File: src/rtl/pipeline_stall_ctrl.sv
// Hazard/stall controller for the 5-stage pipeline: load-use, multi-cycle divide, memory wait, branch flush.
// Optional performance counters are compiled in when STALL_PERF_CNT_EN is defined.
module pipeline_stall_ctrl #(
  parameter int DIV_CYCLES = 32,
  parameter int CNT_W      = 8
) (
  input  logic       clk,
  input  logic       reset,
  input  logic [4:0] id_rs,
  input  logic [4:0] id_rt,
  input  logic       id_use_rs,
  input  logic       id_use_rt,
  input  logic       ex_mem_read,
  input  logic [4:0] ex_rt,
  input  logic       ex_div_start,
  input  logic       mem_wait,
  input  logic       id_branch_taken,
  output logic [5:0] stall,
  output logic       div_busy,
  output logic       div_done
`ifdef STALL_PERF_CNT_EN
  ,
  output logic [31:0] perf_stall_cycles,
  output logic [31:0] perf_flush_count
`endif
);

  typedef enum logic {
    IDLE     = 1'b0,
    DIV_BUSY = 1'b1
  } fsm_t;

  localparam logic [CNT_W-1:0] CNT_LOAD = CNT_W'(DIV_CYCLES - 1);
  localparam logic [CNT_W-1:0] CNT_ONE  = CNT_W'(1);

  fsm_t             fsm_reg, fsm_next;
  logic [CNT_W-1:0] cnt_reg, cnt_next;
  logic             load_use;
  logic             div_active;

  assign load_use = ex_mem_read && (ex_rt != 5'd0) &&
                    ((id_use_rs && (id_rs == ex_rt)) || (id_use_rt && (id_rt == ex_rt)));

  // A divide stalls from the very first cycle it is seen in EX, before the FSM leaves IDLE.
  assign div_active = ((fsm_reg == IDLE) && ex_div_start) || (fsm_reg == DIV_BUSY);

  always_ff @(posedge clk) begin
    if (reset) begin
      fsm_reg <= IDLE;
      cnt_reg <= '0;
    end else begin
      fsm_reg <= fsm_next;
      cnt_reg <= cnt_next;
    end
  end

  always_comb begin
    fsm_next = fsm_reg;
    cnt_next = cnt_reg;
    stall    = 6'b000000;
    div_busy = 1'b0;
    div_done = 1'b0;
    if (!reset) begin
      div_busy = div_active;
      if (mem_wait)
        stall = 6'b011111;
      else if (div_active)
        stall = 6'b001111;
      else if (load_use)
        stall = 6'b000111;
      else if (id_branch_taken)
        stall = 6'b000010;

      // A memory wait freezes the divide sequence, stretching it by one cycle per wait.
      if (!mem_wait) begin
        unique case (fsm_reg)
          IDLE: begin
            if (ex_div_start) begin
              fsm_next = DIV_BUSY;
              cnt_next = CNT_LOAD;
            end
          end
          DIV_BUSY: begin
            if (cnt_reg > CNT_ONE) begin
              cnt_next = cnt_reg - CNT_ONE;
            end else begin
              fsm_next = IDLE;
              cnt_next = '0;
              div_done = 1'b1;
            end
          end
          default: begin
            fsm_next = IDLE;
            cnt_next = '0;
          end
        endcase
      end
    end
  end

`ifdef STALL_PERF_CNT_EN
  always_ff @(posedge clk) begin
    if (reset) begin
      perf_stall_cycles <= '0;
      perf_flush_count  <= '0;
    end else begin
      if (stall != 6'b000000)
        perf_stall_cycles <= perf_stall_cycles + 32'd1;
      if (stall == 6'b000010)
        perf_flush_count <= perf_flush_count + 32'd1;
    end
  end
`endif

endmodule

File: config.mk
export PLATFORM = sky130hd
export DESIGN_NAME = pipeline_stall_ctrl
export DESIGN_NICKNAME = d
export VERILOG_FILES = /design/src/rtl/pipeline_stall_ctrl.sv
export SDC_FILE = /design/constraint.sdc
export NUM_CORES = 1
export LEC_CHECK = 0
export BUFFER_PORTS_ARGS = -buffer_cell sky130_fd_sc_hd__buf_4
export CAP_MARGIN = 10
export CORE_MARGIN = 10
export CORE_UTILIZATION = 47
export DETAILED_ROUTE_END_ITERATION = 12
export PLACE_DENSITY = 0.79
export SYNTH_ARGS = -nofsm -noshare
export SYNTH_HDL_FRONTEND = slang
export SYNTH_SLANG_ARGS = --single-unit
File: constraint.sdc
create_clock -name clk -period 3.2 [get_ports clk]
set_input_delay 0.16 -clock clk [delete_from_list [all_inputs] [get_ports clk]]
set_output_delay 0.16 -clock clk [all_outputs]
set_load 0.01 [all_outputs]
==> metrics.cfg <==
[timing]
worst_slew_pin_slew_ns=0.499
final-hold-violation-count=0
slew_violations=0
period_share=0.735
skew_ns=0.00693
relSlewSlack=0.664
max_freq_mhz=425
whs_ns=0.173
rsz0062_at_grt=no
fin_crit_ns=2.35
setup_tns_ns=0
setup_violations=0
setup_ws_ns=0.847

[run]
cap_violations=0

[pwr]
p_int_w=0.000225
p_sw_frac=0.335
clkPwrFrac=0.265
leakagePower_nw=0.401
p_switching_w=0.000113
power_frac_comb=0.350
powerDensity_nw_per_um2=358
ir_drop_uv=155
pwr-share-seq=0.385

[logic_synthesis]
synth_seq_area_share=0.252
netlist_top_cells_count=9 x dfxtp_1, 8 x xor2_1, 7 x inv_1, 7 x nand2_1, 7 x nor2_1
yosys.area.top_type=dfxtp_1
avgSynthCellArea_um2=7.60
synth_area_leaders=dfxtp_1 25%, xor2_1 9.8%, nor4_1 4.4%
synth-main-ff-cell=dfxtp_1
synth_top_area_share=0.252
synth_warnings=0
async_reset_ff_frac=0
syn_inst=94
yosysMostFrequentCell=dfxtp_1
ys_types=36
synth_nets=119
synth_area_um2=714
synth_edf_count=0
synth_seq_cells=9

[cts]
ctsHoldBuffers=0
cts_made_buffers=3
clkTransAtPathRegs_ns=0.06
post-cts-setup-buffers=0
clock_latency_ns=0.27
cts_tree=yes
cts_buffer_depth=2
cts_resized=0
cts.sinks=9
cts_max_level=1
cts_root_buffer=clkbuf_4

[global_route]
busiest_layer=met2
grt_util_met2=0.189
grtUsageMet3=0.0558
grt_usage=0.113
gr-usage-met1=0.113
grt_pass1_vias=798
grt_pass1_wl_mm=3.15
antenna_found_initial=0
grt_max_degree=16
overflow=0

[route]
drtIter0Drc=31
vias=779
drc=0
drt_pass1_iterations=4
wire_per_inst_um=14.0
antenna_left=0
wirelength_mm=1.93
avgViaCountPerCell=5.64

[final_layout]
diodes=0
regArea_um2=180
utilization=0.642
largest_reg_flops=8
layout.nets=148
stdcell_area_um2=945
num-fill-cells=139
syn_to_final_growth_pct=32.2
multi_input_area_um2=474
drive_gt1_frac=0.303

[setup_path]
path_delay_family=simple AND/OR/NAND/NOR gates
worst_path_largest_cell_delay_ns=0.67
cp_max_fo=8
critPathLaunchType=flop
crit_type=flop to output pin
endpoint_kind=output pin
crit_chain=or4_4 -> or4_1 -> nor3_2 -> buf_4
critPathRequiredTime_ns=3.04
path_buf_inv=1
arrival_ns=2.19
critPathSlowestCell=or4_1
r2r_cells=4
cp_num_cells=4

[floorplan]
start_util=0.486
dieWidth_um=59.0
die_h_um=59.0
ios=31
dieArea_um2=3480
rows=14
core_region_area_um2=1470

[place]
dpl-instance-area_um2=918
numPortBuffers=29
dp_slack_ns=1.14
place_hpwl_mm=1.60
place_congestion=0.870

[hold_path]
hp-class=input pin to flop
min_path_cells=2

[run_status]
status=completed

[layer usage]
layer | wire length [µm] | share of wire | vias to the layer above
li1 | - | - | 393
met4 | 38 | 0.020 | 0
met1 | 761 | 0.39 | 342
met5 | 0 | 0 | -
met3 | 177 | 0.092 | 5
met2 | 956 | 0.49 | 39
[final cells by class]
type / count / share of cell area
Tap cell: 16 / 0.0212
Clock buffer: 4 / 0.0278
Inverter: 7 / 0.0278
Multi-Input combinational cell: 73 / 0.502
Sequential cell: 9 / 0.191
Timing Repair Buffer: 29 / 0.230
[layout by cell type, fill, tap and decap left out]
| cell type | n |
|---|---|
| mux2i_1 | 1 |
| nor4_1 | 5 |
| nand4_1 | 3 |
| a32oi_1 | 1 |
| o31ai_1 | 1 |
| a21oi_2 | 1 |
| o21ai_0 | 4 |
| buf_4 | 29 |
| o22ai_1 | 1 |
| a211oi_1 | 1 |
| and3_1 | 1 |
| xnor2_1 | 2 |
| o211ai_1 | 2 |
| nor2_1 | 7 |
| a31oi_1 | 4 |
| a21oi_1 | 6 |
| nand2_1 | 7 |
| nand3_1 | 2 |
| nor3_1 | 2 |
| dfxtp_1 | 9 |
| xor2_1 | 8 |
| nand2b_1 | 1 |
| conb_1 | 1 |
| nand4b_1 | 1 |
| nor3_2 | 1 |
| clkbuf_1 | 1 |
| or4_1 | 2 |
| or4_4 | 1 |
| o21ba_2 | 1 |
| clkbuf_4 | 3 |
| o21bai_1 | 1 |
| and2_0 | 1 |
| inv_1 | 7 |
| ha_1 | 2 |
| o21ai_2 | 1 |
| nor2b_1 | 1 |
[path summary, 6_finish.rpt]
kind	end	slack, ns	from
min reg2reg	cnt_reg[7]$_SDFFE_PP0P_	0.50	cnt_reg[7]$_SDFFE_PP0P_
min	cnt_reg[0]$_SDFFE_PP0P_	0.17	reset
max reg2reg	cnt_reg[2]$_SDFFE_PP0P_	1.23	cnt_reg[2]$_SDFFE_PP0P_
max	div_done	0.85	cnt_reg[2]$_SDFFE_PP0P_
[through the flow]
| step | total power, W | instances |
|---|---|---|
| 2_1_floorplan | 0.000211 | 94 |
| 3_3_place_gp | 0.000248 | 134 |
| 3_5_place_dp | 0.000250 | 134 |
| 4_1_cts | 0.000340 | 138 |
| 5_1_grt | 0.000363 | 138 |
| 6_report | 0.000339 | 138 |
[power by group through the flow]
stage,Combinational (W),Clock [W],Sequential (W)
global route,0.000131,0.000100,0.000132
finish,0.000119,0.0000897,0.000130
global placement,0.000116,0,0.000132
CTS,0.000119,0.0000911,0.000130
floorplan,0.0000815,0,0.000129
detailed placement,0.000118,0,0.000133
[cells by family (layout without fill, tap and decap cells)]
family          after synthesis  after routing  synth area share
compound gates               24             24             0.217
buf+inv                      12             40            0.0841
mux                           1              1            0.0140
other cells                   1              1           0.00525
xor+xnor                     10             10             0.123
fa+ha+maj                     2              2            0.0350
simple gates                 35             35             0.270
flops                         9              9             0.252
Note: power is estimated with default switching activity, not from simulation.
